File: src/rtl/hawk_pkg.sv
// Shared state encoding for the hawk beacon controller.
package hawk_pkg;

    typedef logic [2:0] hawk_state_t;

    localparam hawk_state_t ST_DARK     = 3'd0;
    localparam hawk_state_t ST_FLASH_Y  = 3'd1;
    localparam hawk_state_t ST_STEADY_Y = 3'd2;
    localparam hawk_state_t ST_SOLID_R  = 3'd3;
    localparam hawk_state_t ST_WIGWAG   = 3'd4;

endpackage

File: src/rtl/hawk_phase_timer.sv
// Loadable, tick-enabled phase down-counter; terminal marks the tick that ends a phase.
module hawk_phase_timer #(
    parameter int CNT_W = 8
) (
    input  logic             clk,
    input  logic             reset,
    input  logic             tick,
    input  logic             load,
    input  logic [CNT_W-1:0] load_val,
    output logic [CNT_W-1:0] count,
    output logic             terminal
);

    // NOTE: sequential state uses non-blocking assignments so every register samples pre-edge values.
    always_ff @(posedge clk or posedge reset) begin
        if (reset) begin
            count <= '0;
        end else if (load) begin
            count <= load_val;
        end else if (tick && count != '0) begin
            count <= count - 1'b1;
        end
    end

    assign terminal = tick && (count == CNT_W'(1));

endmodule

File: src/rtl/hawk_beacon_ctrl.sv
// Pedestrian hybrid beacon controller: request latch, dark timer, phase sequencing and lamp decode.
module hawk_beacon_ctrl
    import hawk_pkg::*;
#(
    parameter int CNT_W      = 8,
    parameter int T_FY       = 6,
    parameter int T_SY       = 4,
    parameter int T_WALK     = 7,
    parameter int T_CLR      = 10,
    parameter int T_MIN_DARK = 20,
    parameter int FLASH_HALF = 1
) (
    input  logic             clk,
    input  logic             reset,
    input  logic             tick,
    input  logic             YP,
    input  logic             preempt,
    output logic             YL,
    output logic             RL_L,
    output logic             RL_R,
    output logic             W,
    output logic             DNW,
    output logic [CNT_W-1:0] countdown,
    output logic [2:0]       present_state,
    output logic             busy
);

    localparam int MAX_VAL = (1 << CNT_W) - 1;

    if (T_FY < 1 || T_FY > MAX_VAL || T_SY < 1 || T_SY > MAX_VAL ||
        T_WALK < 1 || T_WALK > MAX_VAL || T_CLR < 1 || T_CLR > MAX_VAL ||
        T_MIN_DARK < 1 || T_MIN_DARK > MAX_VAL ||
        FLASH_HALF < 1 || FLASH_HALF > MAX_VAL) begin : g_bad_params
        $error("hawk_beacon_ctrl: T_* and FLASH_HALF must lie in [1, 2^CNT_W-1]");
    end

    localparam logic [CNT_W-1:0] MIN_DARK_C = CNT_W'(T_MIN_DARK);
    localparam logic [CNT_W-1:0] HALF_C     = CNT_W'(FLASH_HALF);
    localparam logic [CNT_W-1:0] ONE_C      = CNT_W'(1);

    hawk_state_t      state, state_next;
    logic             req_pending;
    logic [CNT_W-1:0] dark_timer;
    logic [CNT_W-1:0] flash_cnt;
    logic             flash_on;
    logic [CNT_W-1:0] phase_cnt;
    logic [CNT_W-1:0] load_val;
    logic             phase_load;
    logic             phase_done;
    logic             flashing_next;
    logic             entering_flash;

    // NOTE: every combinational output gets a default first so no latch is inferred.
    always_comb begin
        state_next = state;
        case (state)
            ST_DARK:
                if (req_pending && dark_timer == MIN_DARK_C && !preempt) state_next = ST_FLASH_Y;
            ST_FLASH_Y:
                if (preempt)         state_next = ST_DARK;
                else if (phase_done) state_next = ST_STEADY_Y;
            ST_STEADY_Y: if (phase_done) state_next = ST_SOLID_R;
            ST_SOLID_R:  if (phase_done) state_next = ST_WIGWAG;
            ST_WIGWAG:   if (phase_done) state_next = ST_DARK;
            default:     state_next = ST_DARK;
        endcase
    end

    always_comb begin
        load_val = '0;
        case (state_next)
            ST_FLASH_Y:  load_val = CNT_W'(T_FY);
            ST_STEADY_Y: load_val = CNT_W'(T_SY);
            ST_SOLID_R:  load_val = CNT_W'(T_WALK);
            ST_WIGWAG:   load_val = CNT_W'(T_CLR);
            default:     load_val = '0;
        endcase
    end

    // A phase change reloads the counter, which outranks a coincident tick decrement.
    assign phase_load = (state_next != state);

    hawk_phase_timer #(.CNT_W(CNT_W)) u_phase_timer (
        .clk      (clk),
        .reset    (reset),
        .tick     (tick),
        .load     (phase_load),
        .load_val (load_val),
        .count    (phase_cnt),
        .terminal (phase_done)
    );

    always_ff @(posedge clk or posedge reset) begin
        if (reset) state <= ST_DARK;
        else       state <= state_next;
    end

    // Service start consumes the request; a preempt abort from FLASH_Y re-arms it.
    always_ff @(posedge clk or posedge reset) begin
        if (reset) begin
            req_pending <= 1'b0;
        end else if (state == ST_DARK && state_next == ST_FLASH_Y) begin
            req_pending <= 1'b0;
        end else if (state == ST_FLASH_Y && state_next == ST_DARK) begin
            req_pending <= 1'b1;
        end else if (YP) begin
            req_pending <= 1'b1;
        end
    end

    always_ff @(posedge clk or posedge reset) begin
        if (reset) begin
            dark_timer <= MIN_DARK_C;
        end else if (state != ST_DARK && state_next == ST_DARK) begin
            dark_timer <= '0;
        end else if (state == ST_DARK && tick && dark_timer != MIN_DARK_C) begin
            dark_timer <= dark_timer + 1'b1;
        end
    end

    assign flashing_next  = (state_next == ST_FLASH_Y) || (state_next == ST_WIGWAG);
    assign entering_flash = flashing_next && phase_load;

    always_ff @(posedge clk or posedge reset) begin
        if (reset) begin
            flash_on  <= 1'b0;
            flash_cnt <= '0;
        end else if (entering_flash) begin
            flash_on  <= 1'b1;
            flash_cnt <= HALF_C;
        end else if (!flashing_next) begin
            flash_on  <= 1'b0;
            flash_cnt <= '0;
        end else if (tick) begin
            if (flash_cnt == ONE_C) begin
                flash_on  <= ~flash_on;
                flash_cnt <= HALF_C;
            end else begin
                flash_cnt <= flash_cnt - 1'b1;
            end
        end
    end

    // Lamps depend only on registered state, so inputs never reach outputs combinationally.
    always_comb begin
        YL        = 1'b0;
        RL_L      = 1'b0;
        RL_R      = 1'b0;
        W         = 1'b0;
        DNW       = 1'b1;
        countdown = '0;
        case (state)
            ST_FLASH_Y:  YL = flash_on;
            ST_STEADY_Y: YL = 1'b1;
            ST_SOLID_R: begin
                RL_L = 1'b1;
                RL_R = 1'b1;
                W    = 1'b1;
                DNW  = 1'b0;
            end
            ST_WIGWAG: begin
                RL_L      = flash_on;
                RL_R      = ~flash_on;
                DNW       = flash_on;
                countdown = phase_cnt;
            end
            default: ;
        endcase
    end

    assign present_state = state;
    assign busy          = (state != ST_DARK);

endmodule

File: config.mk
export PLATFORM = sky130hd
export DESIGN_NAME = hawk_beacon_ctrl
export DESIGN_NICKNAME = d
export VERILOG_FILES = /design/src/rtl/hawk_pkg.sv /design/src/rtl/hawk_phase_timer.sv /design/src/rtl/hawk_beacon_ctrl.sv
export SDC_FILE = /design/constraint.sdc
export NUM_CORES = 1
export LEC_CHECK = 0
export ABC_AREA = 1
export BUFFER_PORTS_ARGS = -buffer_cell sky130_fd_sc_hd__buf_2
export CORE_UTILIZATION = 50
export DETAILED_ROUTE_END_ITERATION = 16
export HOLD_SLACK_MARGIN = 0.03
export PLACE_DENSITY = 0.7
export SYNTH_ARGS = -nofsm -noshare
export SYNTH_HDL_FRONTEND = slang
export SYNTH_SLANG_ARGS = --single-unit
File: constraint.sdc
create_clock -name clk -period 4 [get_ports clk]
set_input_delay 0.8 -clock clk [delete_from_list [all_inputs] [get_ports clk]]
set_output_delay 0.8 -clock clk [all_outputs]
set_load 0.01 [all_outputs]
* Yosys cells after proc, flatten, opt, wreduce, memory -nomap -nowiden
Index checks and enable logic that the tools add are counted.
** Word-level totals
- Flip-flop bits (word level) :: 29
- Bits in latches :: 0
- RAM bits :: 0
- Bits in read-only memories :: 0
- Output and inout port bits :: 17
- Memories :: 0
** Operators by class
- Add/sub/neg operators :: 3
- Multiply operators :: 0
- Divide/modulo/power cells :: 0
- $lt $le $gt $ge :: 0
- Equality and inequality tests :: 15
- Shift-type cells :: 0
- Multiplexer cells :: 29
- Bitwise logic cells :: 1
- Reductions and logical operators :: 20
** Operators by type and width (number)
- $mux 8 :: 9
- $mux 3 :: 6
- $eq 8x1->1 const B :: 2
- $pmux 4 s4 :: 1
- $sub 8x1->8 const B :: 2
- $pmux 3 s5 :: 1
- $eq 3x2->1 const B :: 4
- $logic_and 1x1->1 :: 10
- $add 8x1->8 const B :: 1
- $eq 8x5->1 const B :: 1
- $mux 1 :: 8
- $ne 8x5->1 const B :: 1
- $pmux 1 s2 :: 4
- $reduce_bool 8->1 :: 1
- $eq 3x1->1 const B :: 2
- $eq 3x3->1 const B :: 2
- $logic_not 3->1 :: 2
- $reduce_bool 3->1 :: 2
- $reduce_bool 2->1 :: 2
- $ne 3x1->1 const B :: 1
- $ne 3x2->1 const B :: 1
- $ne 3x3->1 :: 1
- $reduce_and 2->1 :: 1
- $logic_not 1->1 :: 1
- other kinds (2) :: 2

* Depth between registers and ports, before layout
Gate-level depths: netlist of run 1.
- Word-level depth :: 10
- Depth in mapped cells :: 17

* Modules after synthesis
Synthesis of run 1 repeated with hierarchy kept, for this count alone.
** Unflattened totals
- Cell total of the unflattened synthesis :: 315
- Area, all modules :: 2158.3 µm²
** By module, submodules not included
- hawk_beacon_ctrl :: times used 1, cells each 228, area an instance 1546.5 µm²
- hawk_phase_timer :: times used 1, cells each 87, area an instance 611.8 µm²

* Least setup slack after synthesis of run 1
No wires, ideal clock.
- Path kind :: in2reg
- From :: in tick
- To :: reg u_phase_timer.count[0]
- Setup time :: 117 ps
- Data arrival time :: 1874 ps
- Data required time :: 3883 ps
- Slack :: 2009 ps
- Stages :: 14
- Buffers on the path :: 1
- Path through :: nand2_1 > inv_1 > nand2_1 > nor2_4 > nor2_1 > nor2_2 > nand2_4 > nand2_1 > nand2_2 > nand2_4 > buf_4 > nand3_1 > o21ai_1 > inv_1
** On the way
- Cells in the longest elaborated chain, start to end :: 7
- Elaborated cells between the ends (all ways) :: 16
- Those cells by class :: eq/ne (5); mux (8); reduce/logical (3)
** Ends and longest elaborated chain
- start: declaration :: RTL line hawk_beacon_ctrl.sv:15 : input logic tick,
- $logic_and 1x1->1 (*) :: RTL line hawk_phase_timer.sv:25 : assign terminal = tick && (count == CNT_W'(1));
- $mux 3 :: RTL line hawk_beacon_ctrl.sv:61 : else if (phase_done) state_next = ST_STEADY_Y;
- $mux 3 :: RTL line hawk_beacon_ctrl.sv:60 : if (preempt) state_next = ST_DARK;
- $pmux 3 s5 (*) :: RTL line hawk_beacon_ctrl.sv:56 : case (state)
- named net state_next[0] :: RTL line hawk_beacon_ctrl.sv:41 : hawk_state_t state, state_next;
- $eq 3x3->1, or another cell as far along :: RTL line hawk_beacon_ctrl.sv:71 : case (state_next)
- $pmux 4 s4 :: RTL line hawk_beacon_ctrl.sv:71
- $mux 8 :: RTL line hawk_phase_timer.sv:18 : end else if (load) begin
- end signal: assignment :: RTL line hawk_phase_timer.sv:19 : count <= load_val;
- end signal: assignment :: RTL line hawk_phase_timer.sv:21 : count <= count - 1'b1;
- end: declaration :: RTL line hawk_phase_timer.sv:10 : output logic [CNT_W-1:0] count,
Mark *: on every way through the listed nets, which the timed path passes. The rest lies on a longest branch.
A chain may end at the register's enable or synchronous reset.

* Final worst setup path of run 1
- From :: reg state[0] (netlist: present_state[0])
- To :: out RL_R
** On the way
- Cells in the longest elaborated chain, start to end :: 2
- Elaborated cells between the ends (all ways) :: 3
- Those cells by class :: eq/ne (2); mux (1)
** Ends and longest elaborated chain
- start: declaration :: RTL line hawk_beacon_ctrl.sv:41
- start signal: assignment :: RTL line hawk_beacon_ctrl.sv:95 : else state <= state_next;
- $eq 3x3->1 / $eq 3x2->1 (equally long branches) :: RTL line hawk_beacon_ctrl.sv:152 : case (state)
- $pmux 1 s2 (*) :: RTL line hawk_beacon_ctrl.sv:152
- end: declaration :: RTL line hawk_beacon_ctrl.sv:20 : output logic RL_R,
Mark *: on every way between the ends. The rest lies on a longest branch, timed or not.

==> results.json, run 1 <==
{
  "gp_congestion": 0.899,
  "hold_buffers": 0,
  "yosysSeqAreaShare": 0.365,
  "synth_cells": 266,
  "antenna_left": 0,
  "die_x_um": 65.2,
  "clock_skew_ns": 0.0129,
  "clk_pin_slew_ns": 0.06,
  "synth.area.top_cells": "dfrtp_1 34%, nand2_1 9.2%, inv_1 7.5%",
  "root_buffer": "clkbuf_8",
  "cap_violations": 0,
  "end_kind": "output pin",
  "cts_max_level": 2,
  "avgSynthCellArea_um2": 7.50,
  "drc": 0,
  "place_inst": 332,
  "min_period_over_period": 0.573,
  "port-buffer-count": 21,
  "synth_top_area_frac": 0.339,
  "synth-edff-count": 0,
  "maxSlewViolCount": 0,
  "max-vdd-ir-drop_uv": 243,
  "cts_sinks": 29,
  "setup_tns_ns": 0,
  "post-synth-top-count-cell": "nand2_1",
  "io_pins": 22,
  "die_area_um2": 4250,
  "crit_buf_inv": 3,
  "rsz0062_at_grt": "no",
  "synth_largest_area_cell": "dfrtp_1",
  "fin_crit_ns": 2.29,
  "hold_path.class": "register to register",
  "antenna_found_initial": 0,
  "cts_buffer_depth": 2,
  "start_kind": "register",
  "syn_nets": 278,
  "area_growth_pct": 11.7,
  "status": "finished clean",
  "post_cts_resized": 0,
  "synth_cell_type_count": 31,
  "p_leak_uw": 0.00118,
  "dr.pass1.iters": 4,
  "drtIter0Drc": 80,
  "p_per_area_nw_per_um2": 506,
  "grt_max_degree": 30,
  "synth_top_cells_by_count": "49 x nand2_1, 40 x inv_1, 32 x nor2_1",
  "cts_setup_buffers": 0,
  "n_fill_cell": 357,
  "grt.overflow.total": 0,
  "path_cells": "nor2_2, nand2_2, inv_2, a21oi_1, inv_1, buf_2",
  "criticalPathCategory": "register to output pin",
  "dp_hpwl_um": 2980,
  "die_h_um": 65.2,
  "yosys_register_bits": 29,
  "cp.required_ns": 3.20,
  "num_rows": 22,
  "cp_slowest_cell": "dfrtp_1",
  "drive_above_1_share": 0.205,
  "worstMarginPinSlew_ns": 0.452,
  "whs_ns": 0.501,
  "path_max_fanout": 10,
  "start_util": 0.533,
  "final_cell_count_no_fill": 340,
  "yosysWarnings": 0,
  "wl_per_cell_um": 11.7,
  "routed_wl_um": 3990,
  "cts_buffers": 5,
  "diodes": 0,
  "grt_pass1_vias": 1569,
  "cpPeakStageDelay_ns": 0.46,
  "track_usage": 0.215,
  "core_um2": 3740,
  "cts_tree": "built",
  "finalPower_uw": 1130,
  "setup_viol": 0,
  "vias": 1689,
  "arrival_ns": 1.49,
  "synthArstFlopShare": 1.00,
  "synth.cell_area_um2": 1990,
  "nets": 303,
  "r2r_setup_slack_ns": 1.85,
  "path_delay_family": "flip-flops",
  "clock_latency_ns": 0.29,
  "grt_pass1_wl_um": 6980,
  "max_slew_margin": 0.696,
  "finalHoldViolations": 0,
  "clock.fmax_ghz": 0.436,
  "vias_per_cell": 4.97,
  "ys.flop_type": "dfrtp_1"
}
## layer usage
layer / vias up / wire length [um] / global-route usage
met3: 7 / 135 / 0.0521
met4: 0 / 50 / 0.0734
met2: 31 / 1780 / 0.333
met1: 767 / 2030 / 0.294
li1: 884 / - / -
met5: - / 0 / 0
## worst min-delay path: stages, from the launching register on
cell,delay (ns)
dfrtp_1,0.35
nand2_1,0.06
nand2_1,0.06
## logic make-up (layout without fill, tap and decap cells)
group,count (synthesis),after routing,synth area share
buffers and inverters,49,75,0.0991
AND/OR/NAND/NOR,143,143,0.363
XOR/XNOR,15,15,0.0659
adder cells (fa/ha/maj),7,7,0.0439
flip-flops,29,29,0.365
AO/OA/AOI/OAI,23,23,0.0627
## placed cells by master, fill, tap and decap left out, drive strengths merged
cell	instances
clkinv	1
ha	7
o21ai	14
nor2	42
a21oi	6
nand2	60
a31oi	1
nand4	8
inv	44
xor2	12
nor3	8
dfstp	2
nand3	23
buf	22
clkbuf	8
dfrtp	27
o211ai	1
nand3b	1
xnor2	3
a21boi	1
nor4	1
## report_power, final
| part | total, uW | leakage (uW) | switching [uW] | internal, uW |
|---|---|---|---|---|
| clock network | 252 | 0.0000455 | 112 | 140 |
| registers | 423 | 0.000375 | 62.5 | 360 |
| logic | 452 | 0.000762 | 291 | 161 |
## final cells by class
cell class | count | area, um2 | share of cell area
multi-input cells | 188 | 1070 | 0.480
flip-flops and latches | 29 | 728 | 0.327
inverters | 45 | 169 | 0.0758
repair buffers | 22 | 113 | 0.0505
clock buffers | 8 | 90.1 | 0.0404
well taps | 48 | 60.1 | 0.0270
## sequential cells by signal, summed over array words and instances, names as in the netlist
signal,count
dark_timer,8
req_pending,1
u_phase_timer.count,8
flash_on,1
present_state,3
flash_cnt,8
## final timing paths
| kind | from | endpoint | depth (start not counted) |
|---|---|---|---|
| worst min register to register | u_phase_timer.count[1] | u_phase_timer.count[1] | 2 |
| max in group asynchronous | reset | dark_timer[4] | 3 |
| worst max-delay path | present_state[0] | RL_R | 6 |
| worst min-delay path | u_phase_timer.count[1] | u_phase_timer.count[1] | 2 |
| worst max register to register | u_phase_timer.count[1] | flash_on | 17 |
| min in group asynchronous | reset | flash_cnt[7] | 3 |
## metrics by stage
| stage | util | cell area, um2 | worst slack [ns] |
|---|---|---|---|
| 5_1_grt | 0.595 | 2230 | 1.62 |
| 2_1_floorplan | - | 1990 | 2.01 |
| 6_report | 0.595 | 2230 | 1.71 |
| 4_1_cts | 0.595 | 2230 | 1.70 |
| 3_5_place_dp | 0.571 | 2140 | 1.53 |
| 3_3_place_gp | 0.571 | 2140 | 1.58 |
(Power assumes the default switching activity.)
==> run 2: changes to the inputs <==
- ABC_AREA: 1 -> 0
- clock period: 4 -> 2.37 ns (I/O delays scaled with it)
==> run 2 against run 1 <==
Worst setup slack got worse by 1.5 ns. Register-to-register slack got worse by 1.7 ns. Die area fell by 1.8%. Combinational power rose by 150%. Total power rose by 120%. Sequential share of layout area rose by 0.22 points. Synthesized area fell by 1.8%. Clock skew fell by 0.0076 ns. Critical path type is now register to register.
==> results.json, run 2 <==
{
  "die_area_um2": 4170,
  "syn_nets": 236,
  "post-synth-top-count-cell": "dfrtp_1",
  "arrival_ns": 2.38,
  "min_period_over_period": 0.920,
  "max-vdd-ir-drop_uv": 572,
  "path_delay_family": "simple AND/OR/NAND/NOR gates",
  "grt.overflow.total": 0,
  "antenna_found_initial": 0,
  "criticalPathCategory": "register to register",
  "cts_setup_buffers": 0,
  "cap_violations": 0,
  "cp.required_ns": 2.57,
  "path_cells": "or4_4, nor4_4, a221o_2, mux2i_1",
  "clock.fmax_ghz": 0.458,
  "synth_largest_area_cell": "dfrtp_1",
  "rsz0062_at_grt": "no",
  "grt_pass1_vias": 1650,
  "place_ws_ns": 0.184,
  "synth-edff-count": 0,
  "drc": 0,
  "die_x_um": 64.6,
  "status": "finished clean",
  "synth.cell_area_um2": 1960,
  "clock_skew_ns": 0.00528,
  "final_common_cell": "dfrtp_1",
  "routed_wl_um": 4680,
  "finalHoldViolations": 0,
  "area_growth_pct": 13.0,
  "worstMarginPinSlew_ns": 0.622,
  "path_max_fanout": 10,
  "finalPower_uw": 2430,
  "end_kind": "register",
  "wl_per_cell_um": 15.6,
  "cts_sinks": 29,
  "cts_tree": "built",
  "avgSynthCellArea_um2": 8.74,
  "ys.flop_type": "dfrtp_1",
  "synth_top_cells_by_count": "27 x dfrtp_1, 24 x nor2_1, 16 x a21oi_1",
  "hold_path.class": "input pin to async pin",
  "largestRegisters": "dark_timer (8), flash_cnt (8), u_phase_timer.count (8)",
  "fin_crit_ns": 2.18,
  "nets": 262,
  "grt_pass1_wl_um": 8100,
  "cts_max_level": 2,
  "die_h_um": 64.6,
  "synth.area.top_cells": "dfrtp_1 35%, nor2_1 4.6%, ha_1 4.5%",
  "post_cts_resized": 0,
  "port-buffer-count": 21,
  "setup_tns_ns": 0,
  "yosysWarnings": 0,
  "diodes": 0,
  "grt_max_degree": 30,
  "setup_viol": 0,
  "max_slew_margin": 0.580,
  "antenna_left": 0,
  "io_pins": 22,
  "dr.pass1.iters": 4,
  "synth_cell_type_count": 59,
  "finalWorstSetupSlack_ns": 0.189,
  "dp_hpwl_um": 3300,
  "gp_congestion": 0.902,
  "core_um2": 3720,
  "num_rows": 22,
  "vias_per_cell": 5.89,
  "root_buffer": "clkbuf_8",
  "maxSlewViolCount": 0,
  "cp_slowest_cell": "or4_4",
  "synth_top_area_frac": 0.345,
  "final_cell_mix": "27 x dfrtp_1, 24 x nor2_1, 21 x buf_2, 16 x a21oi_1",
  "yosys_register_bits": 29,
  "cts_buffers": 5,
  "clk_pin_slew_ns": 0.07,
  "yosysSeqAreaShare": 0.372,
  "cts_buffer_depth": 2,
  "drtIter0Drc": 142,
  "cpPeakStageDelay_ns": 0.65,
  "track_usage": 0.255,
  "start_util": 0.527,
  "synth_cells": 224,
  "synthArstFlopShare": 1.00,
  "clock_latency_ns": 0.29,
  "start_kind": "register",
  "vias": 1762,
  "hold_buffers": 0,
  "crit_buf_inv": 0,
  "drive_above_1_share": 0.207,
  "p_per_area_nw_per_um2": 1100,
  "p_leak_uw": 0.00101
}
[run 2: path summary, 6_finish.rpt]
check,depth (start not counted),slack (ns),to,startpoint
worst max-delay path,4,0.19,u_phase_timer.count[0],u_phase_timer.count[3]
worst min-delay path,3,0.24,dark_timer[1],reset
worst max register to register,4,0.19,u_phase_timer.count[0],u_phase_timer.count[3]
worst min register to register,2,0.53,req_pending,req_pending
max in group asynchronous,3,1.81,dark_timer[2],reset
min in group clk,3,0.44,req_pending,YP
[run 2: layout make-up]
cell class	instances	area (um2)
Clock inverter	2	10.0
Sequential cell	29	728
Tap cell	48	60.1
Inverter	15	56.3
Timing Repair Buffer	29	165
Clock buffer	6	72.6
Multi-Input combinational cell	170	1120
Fill cell	337	1500
[run 2: where the power goes]
group	total, uW	switching (uW)	internal, uW	leakage (uW)
Combinational	1110	632	479	0.000594
Sequential	928	238	690	0.000368
Clock	395	192	203	0.0000450
[run 2: cell families after synthesis]
family / after synthesis / share of synthesized area
buffers and inverters: 25 / 0.0556
AND/OR/NAND/NOR: 94 / 0.278
XOR/XNOR: 11 / 0.0492
adder cells (fa/ha/maj): 7 / 0.0447
multiplexers: 4 / 0.0211
flip-flops: 29 / 0.372
AO/OA/AOI/OAI: 54 / 0.180
[run 2: routing by layer]
| layer | up-vias | GRT usage | part of all wire |
|---|---|---|---|
| met1 | 835 | 0.366 | 0.49 |
| met5 | - | 0 | 0 |
| met4 | 0 | 0.103 | 0.011 |
| met3 | 6 | 0.0546 | 0.057 |
| li1 | 869 | - | - |
| met2 | 52 | 0.370 | 0.44 |
[run 2: tightest hold or removal path, cell delays in order]
cell	delay, ns
buf_2	0.09
inv_1	0.04
buf_4	0.33
[run 2: through the flow]
step	hold WS (ns)	util	instance area, um2	instances
floorplan	0.478	-	1960	224
global placement	0.505	0.573	2130	291
detailed placement	0.504	0.573	2130	291
CTS	0.257	0.596	2210	299
global route	0.282	0.596	2210	299
finish	0.240	0.596	2210	299
==> run 3: changes to the inputs <==
- CORE_UTILIZATION: 50 -> 41
- PLACE_DENSITY: 0.7 -> 0.59
==> run 3 against run 2 <==
Via count down 0.23%. Largest cell class unchanged. Worst setup slack better by 0.050 ns. Highest routed layer unchanged. Cell area up 3.1%. Sequential share of layout area down 0.99 points. Fmax up 2.4%. Routed wire length down 1.9%. Total power up 9.2%.
==> results.json, run 3 (synthesized netlist as in run 2, its figures left out) <==
{
  "p_leak_uw": 0.00104,
  "clk_pin_slew_ns": 0.07,
  "place_ws_ns": 0.182,
  "cts_buffers": 5,
  "start_util": 0.438,
  "core_um2": 4470,
  "worstMarginPinSlew_ns": 0.705,
  "drtIter0Drc": 73,
  "cp.required_ns": 1.90,
  "arrival_ns": 1.66,
  "cts_tree": "built",
  "path_max_fanout": 7,
  "grt_pass1_vias": 1624,
  "max-vdd-ir-drop_uv": 549,
  "final_cell_mix": "27 x dfrtp_1, 24 x nor2_1, 21 x buf_2, 16 x a21oi_1",
  "final_common_cell": "dfrtp_1",
  "nets": 263,
  "area_growth_pct": 16.5,
  "clock.fmax_ghz": 0.469,
  "dr.pass1.iters": 6,
  "p_per_area_nw_per_um2": 1160,
  "start_kind": "register",
  "cts_sinks": 29,
  "largestRegisters": "dark_timer (8), flash_cnt (8), u_phase_timer.count (8)",
  "final_util": 0.510,
  "max_slew_margin": 0.523,
  "vias": 1758,
  "n_fill_cell": 413,
  "grt_max_degree": 30,
  "status": "finished clean",
  "die_h_um": 71.1,
  "gp_congestion": 0.811,
  "fin_crit_ns": 2.13,
  "drc": 0,
  "setup_tns_ns": 0,
  "maxSlewViolCount": 0,
  "cap_violations": 0,
  "hold_path.class": "input pin to async pin",
  "grt_pass1_wl_um": 7830,
  "routed_wl_um": 4590,
  "diodes": 0,
  "grt.overflow.total": 0,
  "antenna_left": 0,
  "r2r_setup_slack_ns": 0.27,
  "rsz0062_at_grt": "no",
  "num_rows": 24,
  "clock_skew_ns": 0.00898,
  "dp_hpwl_um": 3310,
  "multi_input_area_um2": 1130,
  "criticalPathCategory": "register to output pin",
  "clock_latency_ns": 0.29,
  "cts_setup_buffers": 0,
  "register_area_um2": 728,
  "finalHoldViolations": 0,
  "vias_per_cell": 5.78,
  "cts_buffer_depth": 2,
  "antenna_found_initial": 0,
  "port-buffer-count": 21,
  "min_period_over_period": 0.899,
  "die_x_um": 71.1,
  "finalWorstSetupSlack_ns": 0.239,
  "io_pins": 22,
  "wl_per_cell_um": 15.1,
  "root_buffer": "clkbuf_8",
  "die_area_um2": 5060,
  "drive_above_1_share": 0.218,
  "cts_max_level": 2,
  "end_kind": "output pin",
  "track_usage": 0.199,
  "setup_viol": 0
}
## run 3: repair_timing
| item | CTS | global route |
|---|---|---|
| endpoints found under the setup margin | 0 | 3 |
| hold endpoints to repair | 0 | 0 |
| gates resized for setup | 0 | 2 |
| hold buffers | 0 | 0 |
## run 3: metrics by stage
step	hold WS (ns)	cells	cell area [um2]	power (uW)
after floorplan	0.478	224	1960	1740
after global placement	0.510	296	2140	2030
after detailed placement	0.530	296	2140	2040
after CTS	0.251	304	2280	2670
after global routing	0.289	304	2280	2870
final	0.242	304	2280	2660
## run 3: final timing paths
| check | to | cells past startpoint | from |
|---|---|---|---|
| worst min register to register | req_pending | 2 | req_pending |
| max in group asynchronous | dark_timer[4] | 3 | reset |
| worst min-delay path | dark_timer[0] | 3 | reset |
| worst max-delay path | DNW | 6 | present_state[0] |
| min in group clk | req_pending | 3 | YP |
| worst max register to register | u_phase_timer.count[1] | 6 | u_phase_timer.count[0] |
## run 3: cell type report
cell class / count / share of cell area
clock inverter: 3 / 0.0285
tap: 52 / 0.0285
clock buffer: 5 / 0.0302
multi-input combinational: 170 / 0.493
timing repair buffer: 30 / 0.0757
sequential: 29 / 0.319
inverter: 15 / 0.0247
## run 3: where the power goes
part / total, uW / switching [uW] / internal (uW)
sequential: 923 / 234 / 689
combinational: 1120 / 629 / 490
clock: 616 / 198 / 417
total: 2660 / 1060 / 1600
## run 3: layer usage
metal  routed length [um]  part of all wire  global-route usage
met1                 2220              0.48               0.276
met4                   42            0.0092              0.0622
met5                    0                 0                   0
met3                  232             0.051              0.0456
met2                 2090              0.46               0.311
## run 3: critical path, cell delays in order (launching register included)
cell and delay [ns]:
dfrtp_1 0.45, buf_4 0.19, nor2_1 0.15, nand2_1 0.16, o21ai_1 0.23, inv_1 0.06
buf_2 0.13
